### config.mk
export PLATFORM = sky130hd
export DESIGN_NAME = ipr1_pixsrc
export DESIGN_NICKNAME = d
export VERILOG_FILES = /design/src/rtl/ipr1_pixsrc_pkg.sv /design/src/rtl/ipr1_patgen.sv /design/src/rtl/ipr1_pixsrc.sv
export SDC_FILE = /design/constraint.sdc
export NUM_CORES = 1
export LEC_CHECK = 0
export CORE_MARGIN = 10
export CORE_UTILIZATION = 30
export CTS_BUF_LIST = sky130_fd_sc_hd__clkbuf_16
export DETAILED_ROUTE_END_ITERATION = 8
export GPL_ROUTABILITY_DRIVEN = 0
export PLACE_DENSITY = 0.59
export REMOVE_ABC_BUFFERS = 1
export SYNTH_ARGS = -nofsm -noshare
export SYNTH_HDL_FRONTEND = slang
export SYNTH_SLANG_ARGS = --single-unit
### constraint.sdc
create_clock -name clk -period 4.1 [get_ports clk]
set_input_delay 0.82 -clock clk [delete_from_list [all_inputs] [get_ports clk]]
set_output_delay 0.82 -clock clk [all_outputs]
set_load 0.01 [all_outputs]
### src/rtl/ipr1_pixsrc_pkg.sv
// Shared definitions for the ipr1 test-pattern pixel source:
// FSM state codes, pattern mode codes and block geometry.
package ipr1_pixsrc_pkg;

    typedef enum logic [1:0] {
        ST_IDLE   = 2'd0,
        ST_VBLK   = 2'd1,
        ST_ACTIVE = 2'd2,
        ST_HBLK   = 2'd3
    } state_t;

    typedef enum logic [1:0] {
        MODE_FLAT    = 2'd0,
        MODE_RAMP    = 2'd1,
        MODE_CHECKER = 2'd2,
        MODE_BLOCK   = 2'd3
    } mode_t;

    // Moving block and checker squares are BLK_SIZE x BLK_SIZE pixels.
    localparam int BLK_SIZE  = 8;
    localparam int BLK_SHIFT = $clog2(BLK_SIZE);

endpackage

### src/rtl/ipr1_patgen.sv
// Combinational pattern generator: pixel value from the coordinates of the
// pixel about to be presented and the per-frame (shadowed) configuration.
module ipr1_patgen
    import ipr1_pixsrc_pkg::*;
(
    input  logic [9:0] col,
    input  logic [9:0] row,
    input  mode_t      mode,
    input  logic [7:0] bg_level,
    input  logic [7:0] blk_level,
    input  logic [5:0] bx,
    input  logic [5:0] by,
    output logic [7:0] pixel
);

    // Coordinate bits that no pattern looks at.
    logic unused_bits;
    assign unused_bits = ^{col[9], row[9], row[BLK_SHIFT-1:0]};

    // Select the pattern; the block test compares the block-index bits.
    always_comb begin
        pixel = bg_level;
        case (mode)
            MODE_FLAT:    pixel = bg_level;
            MODE_RAMP:    pixel = col[7:0];
            MODE_CHECKER: pixel = (col[BLK_SHIFT] ^ row[BLK_SHIFT]) ? 8'hFF : 8'h00;
            MODE_BLOCK: begin
                if (col[BLK_SHIFT +: 6] == bx && row[BLK_SHIFT +: 6] == by)
                    pixel = blk_level;
                else
                    pixel = bg_level;
            end
            default:      pixel = bg_level;
        endcase
    end

endmodule

### src/rtl/ipr1_pixsrc.sv
// Test-pattern video source: raster timing FSM (IDLE/VBLK/ACTIVE/HBLK) with
// fully registered stream outputs and a per-frame shadowed pattern config.
module ipr1_pixsrc
    import ipr1_pixsrc_pkg::*;
#(
    parameter int IMG_W  = 512,
    parameter int IMG_H  = 512,
    parameter int HBLANK = 16,
    parameter int VBLANK = 64
) (
    input  logic        clk,
    input  logic        reset_n,
    input  logic        enable,
    input  logic [1:0]  mode,
    input  logic [7:0]  bg_level,
    input  logic [7:0]  blk_level,
    input  logic [5:0]  blk_x,
    input  logic [5:0]  blk_y,
    input  logic        auto_move,
    output logic [7:0]  pixelout,
    output logic        frame_valid,
    output logic        data_valid,
    output logic [9:0]  col_cnt,
    output logic [9:0]  row_cnt,
    output logic        frame_done,
    output logic [15:0] frame_cnt
);

    localparam logic [9:0]  W_LAST  = 10'(IMG_W - 1);
    localparam logic [9:0]  H_LAST  = 10'(IMG_H - 1);
    localparam logic [15:0] HB_LAST = 16'(HBLANK - 1);
    localparam logic [15:0] VB_LAST = 16'(VBLANK - 1);

    state_t      state_reg, state_next;
    logic [15:0] blank_reg, blank_next;
    logic [9:0]  col_reg, col_next;
    logic [9:0]  row_reg, row_next;
    mode_t       mode_sh_reg, mode_sh_next;
    logic [7:0]  bg_sh_reg, bg_sh_next;
    logic [7:0]  blk_sh_reg, blk_sh_next;
    logic        auto_sh_reg, auto_sh_next;
    logic [5:0]  bx_reg, bx_next;
    logic [5:0]  by_reg, by_next;
    logic        frame_valid_reg, frame_valid_next;
    logic        data_valid_reg, data_valid_next;
    logic        frame_done_reg, frame_done_next;
    logic [15:0] frame_cnt_reg, frame_cnt_next;
    logic [7:0]  pixel_reg;
    logic [7:0]  pat_pixel;

    // Pattern is evaluated on the next coordinates/config so the registered
    // pixel lines up with the registered data_valid and counters.
    ipr1_patgen u_patgen (
        .col       (col_next),
        .row       (row_next),
        .mode      (mode_sh_next),
        .bg_level  (bg_sh_next),
        .blk_level (blk_sh_next),
        .bx        (bx_next),
        .by        (by_next),
        .pixel     (pat_pixel)
    );

    // Next-state, counter and config-shadow logic.
    always_comb begin
        state_next      = state_reg;
        blank_next      = blank_reg;
        col_next        = col_reg;
        row_next        = row_reg;
        mode_sh_next    = mode_sh_reg;
        bg_sh_next      = bg_sh_reg;
        blk_sh_next     = blk_sh_reg;
        auto_sh_next    = auto_sh_reg;
        bx_next         = bx_reg;
        by_next         = by_reg;
        frame_done_next = 1'b0;
        frame_cnt_next  = frame_cnt_reg;

        case (state_reg)
            ST_IDLE: begin
                if (enable) begin
                    state_next = ST_VBLK;
                    blank_next = '0;
                end
            end
            ST_VBLK: begin
                if (blank_reg == VB_LAST) begin
                    state_next   = ST_ACTIVE;
                    blank_next   = '0;
                    col_next     = '0;
                    row_next     = '0;
                    mode_sh_next = mode_t'(mode);
                    bg_sh_next   = bg_level;
                    blk_sh_next  = blk_level;
                    auto_sh_next = auto_move;
                    // A run of auto-moving frames starts at blk_x/blk_y and
                    // then steps one block per frame, carrying x into y.
                    if (auto_move && auto_sh_reg) begin
                        {by_next, bx_next} = {by_reg, bx_reg} + 12'd1;
                    end else begin
                        bx_next = blk_x;
                        by_next = blk_y;
                    end
                end else begin
                    blank_next = blank_reg + 16'd1;
                end
            end
            ST_ACTIVE: begin
                if (col_reg == W_LAST) begin
                    blank_next = '0;
                    if (row_reg == H_LAST) begin
                        frame_done_next = 1'b1;
                        frame_cnt_next  = frame_cnt_reg + 16'd1;
                        state_next      = enable ? ST_VBLK : ST_IDLE;
                    end else begin
                        state_next = ST_HBLK;
                    end
                end else begin
                    col_next = col_reg + 10'd1;
                end
            end
            ST_HBLK: begin
                if (blank_reg == HB_LAST) begin
                    state_next = ST_ACTIVE;
                    blank_next = '0;
                    col_next   = '0;
                    row_next   = row_reg + 10'd1;
                end else begin
                    blank_next = blank_reg + 16'd1;
                end
            end
            default: begin
                state_next = ST_IDLE;
            end
        endcase

        data_valid_next  = (state_next == ST_ACTIVE);
        frame_valid_next = (state_next == ST_ACTIVE) || (state_next == ST_HBLK);
    end

    // State, counters, shadows and all outputs; reset clears everything at once.
    always_ff @(posedge clk or negedge reset_n) begin
        if (!reset_n) begin
            state_reg       <= ST_IDLE;
            blank_reg       <= '0;
            col_reg         <= '0;
            row_reg         <= '0;
            mode_sh_reg     <= MODE_FLAT;
            bg_sh_reg       <= '0;
            blk_sh_reg      <= '0;
            auto_sh_reg     <= 1'b0;
            bx_reg          <= '0;
            by_reg          <= '0;
            frame_valid_reg <= 1'b0;
            data_valid_reg  <= 1'b0;
            frame_done_reg  <= 1'b0;
            frame_cnt_reg   <= '0;
            pixel_reg       <= '0;
        end else begin
            state_reg       <= state_next;
            blank_reg       <= blank_next;
            col_reg         <= col_next;
            row_reg         <= row_next;
            mode_sh_reg     <= mode_sh_next;
            bg_sh_reg       <= bg_sh_next;
            blk_sh_reg      <= blk_sh_next;
            auto_sh_reg     <= auto_sh_next;
            bx_reg          <= bx_next;
            by_reg          <= by_next;
            frame_valid_reg <= frame_valid_next;
            data_valid_reg  <= data_valid_next;
            frame_done_reg  <= frame_done_next;
            frame_cnt_reg   <= frame_cnt_next;
            if (data_valid_next)
                pixel_reg <= pat_pixel;
        end
    end

    assign pixelout    = pixel_reg;
    assign frame_valid = frame_valid_reg;
    assign data_valid  = data_valid_reg;
    assign col_cnt     = col_reg;
    assign row_cnt     = row_reg;
    assign frame_done  = frame_done_reg;
    assign frame_cnt   = frame_cnt_reg;

endmodule

==> key figures <==
Clock tree
  • Post-cts resize count: 0
  • Root buf cell: clkbuf_16
  • CTS buffer count: 9
  • CTS Hold Buffers Added: 0
  • H-tree depth: 3
  • CTS Sinks: 96
  • Post-CTS setup buffer count: 0
  • Clk Latency, worst-skew pair: 0.35 ns
  • CTS tree: built
  • Clock buffer depth: 2
  • Clk slew on worst S/H paths: 0.07 ns

Route
  • Iteration-0 DRC Markers: around 400
  • Vias post-DR: 4830
  • Post-route ant nets: 0
  • DRT Pass-1 Iters: 5
  • Routed WL per cell: approximately 17 µm
  • WL final: between 15000 and 20000 µm
  • Vias per std cell: 5.355
  • DRC violations left: 0

Timing
  • Slew HR: 0.3076
  • Worst slew pin tran: 1.039 ns
  • Fin. max-slew vios: 0
  • Unrepaired setup endpoints after global routing: false
  • Tcrit/Tclk final: 0.8484
  • Final Hold Vio Count: 0
  • Final setup TNS: 0 ns
  • Max Clock Skew: 0.006412 ns
  • Min cycle time layout: approximately 3.5 ns
  • Fmax: 0.2875 GHz
  • Setup-failing EPs final: 0

Yosys
  • Register area share after synthesis: 0.4469
  • Count of cell types in the netlist: 68
  • Yosys top cell area share: 0.4469
  • Top FF cell, synth: dfrtp_1
  • Ys Warns: 0
  • Area of the mapped netlist: 0.005375 mm²
  • Most area-hungry cell type in the Yosys netlist: dfrtp_1
  • Synth Instances: slightly below 600
  • Synth Register Bits: 96
  • Synth Area per Inst: 9.064 µm²
  • Fraction of registers with async set/reset: 1.000
  • Synth top area cells: dfrtp_1 (45%), nand2_1 (6.5%), o21ai_0 (4.0%)
  • Number of synthesized flops with an enable pin: 0

Critical path
  • Setup Crit Path Kind: reg -> reg
  • Setup crit end kind: flop
  • Worst setup SP type: flop
  • Worst stage delay on the critical path: 0.54 ns
  • Worst path arrival time: 3.77 ns
  • Critical path, cell by cell: nor4_4 > nand3_2 > nor2_2 > buf_4 > a2bb2oi_2 > xnor2_1 > nor4_4 > nand2_2 > or4b_1 > nand3_1
  • Slowest CP cell: or4b_1
  • CP dominant cell by count: nor4_4
  • Required time worst endpoint: 4.39 ns
  • Critical path peak fanout: 13

GRT
  • Largest net degree at the start of global routing: 82
  • Vias in the first global route: 4784
  • GRT Total Usage: 0.1275
  • Initial antenna violation count: 0
  • First-pass GRT wire length: between 20000 and 25000 µm
  • GR Overflow Total: 0

Pwr
  • IR drop worst, VDD: 195.0 µV
  • Switching share of power: 0.2371
  • Lkg Pwr: 2.772 nW
  • Sequential fraction of design power: 0.519
  • Psw: 0.0004366 W
  • Int Power: between 0.001 and 0.0015 W
  • Clock power frac: 0.425
  • Power per Cell Area: roughly 270 mW/mm²
  • Combinational power share: 0.056

Final layout
  • Synthesis-to-layout area growth: 24.86%
  • Fin nets: between 700 and 800
  • Design area: roughly 0.0067 mm²
  • Most frequent cells in the layout: dfrtp_1 (96), nand2_1 (93), clkdlybuf4s50_1 (79)
  • Commonest non-fill, non-tap cell in the layout: dfrtp_1
  • Fillers: ~1800
  • Diodes inserted: 0
  • Share of cells above drive strength 1: 0.06942

Floorplan
  • Die X: ~150 µm
  • Top-Level Pins: 81
  • Die Y: 153.9 µm
  • Row cnt: between 40 and 50
  • Core area: 0.01742 mm²
  • Die Area: 0.02367 mm²
  • Starting Density: 0.3086

Run
  • Max-cap violation count: 0

Run status
  • Outcome: completed

Hold path
  • Worst Hold Class: reg -> reg

Placement
  • Post-DP HPWL: 11170 µm
  • Area after DPL: 0.006446 mm²
  • Port bufs: 80
-- power by group through the flow --
stage	registers, W	clock network, W	logic, W
5_1_grt	0.000956	0.000848	0.000115
3_5_place_dp	0.000974	0	0.000104
6_report	0.000956	0.000782	0.000103
4_1_cts	0.000956	0.000811	0.000105
2_1_floorplan	0.000973	0	0.0000370
3_3_place_gp	0.000974	0	0.000104
-- routing by layer --
metal	share of wire	global-route usage	up-vias
met5	0	0	-
met2	0.45	0.1995	154
met4	0.017	0.03959	0
met3	0.061	0.04045	27
met1	0.47	0.1636	2329
li1	-	-	2320
-- critical path: cells and delay by family (launching register included) --
family | cells | cell delay [ns]
buffers and inverters | 1 | 0.25
XOR/XNOR | 1 | 0.17
AO/OA/AOI/OAI | 1 | 0.08
AND/OR/NAND/NOR | 7 | 2.44
flip-flops | 1 | 0.46
-- stage by stage --
| step | hold slack [ns] | instances | util | total power [W] | setup slack [ns] |
|---|---|---|---|---|---|
| after floorplan | 0.4403 | 565 | - | 0.001010 | 0.6216 |
| after global placement | 0.4610 | 886 | 0.3701 | 0.001077 | 0.6303 |
| after detailed placement | 0.4688 | 886 | 0.3701 | 0.001079 | 0.5510 |
| after CTS | 0.4778 | 902 | 0.3853 | 0.001872 | 0.6183 |
| after global routing | 0.5019 | 902 | 0.3853 | 0.001919 | 0.3640 |
| final | 0.4711 | 902 | 0.3853 | 0.001842 | 0.6214 |
-- area by class of cell --
class / instances / area (µm²) / area share
clock buffers: 9 / 225.2 / 0.03356
clock inverters: 7 / 40.04 / 0.005966
inverters: 19 / 71.32 / 0.01063
multi-input cells: 450 / 2773 / 0.4131
flip-flops and latches: 96 / 2402 / 0.3579
well taps: 225 / 281.5 / 0.04195
repair buffers: 96 / 918.4 / 0.1368
-- final timing paths --
kind                                from             to  slack, ns  cells past startpoint
max reg2reg                blank_reg[13]    pixelout[5]       0.62                     10
min                        frame_cnt[15]  frame_cnt[15]       0.47                      1
min in group asynchronous        reset_n   frame_cnt[3]       0.65                      1
min reg2reg                frame_cnt[15]  frame_cnt[15]       0.47                      1
max                        blank_reg[13]    pixelout[5]       0.62                     10
max in group asynchronous        reset_n   bg_sh_reg[1]       2.61                      2
-- kinds of logic after synthesis --
kind of cell               synth area share
and+or+nand+nor                      0.2495
AOI/OAI and AO/OA                    0.1776
DFF                                  0.4469
buffers and inverters               0.03724
xor gates and xnor gates            0.05214
muxes                               0.02258
adders and majority gates           0.01397
-- cells in the mapped netlist, drive strengths merged (2+ instances only) --
library cell and count:
a2bb2oi 9, and4 5, xnor2 17, o22ai 9
o2111ai 5, a31o 3, nand2 94, a41oi 3
nand3 37, o22a 2, nor3 12, mux2i 11
clkbuf 18, and2 10, nor2 34, inv 18
buf 10, or4 3, or4b 5, xor2 15
o2bb2ai 2, o31ai 7, a22o 5, a21oi 29
nor4 9, or2 2, dfrtp 96, o311ai 4
a211o 3, ha 6, and3 19, o21ai 46
nand4 14, a31oi 10
(Power assumes the default switching activity.)
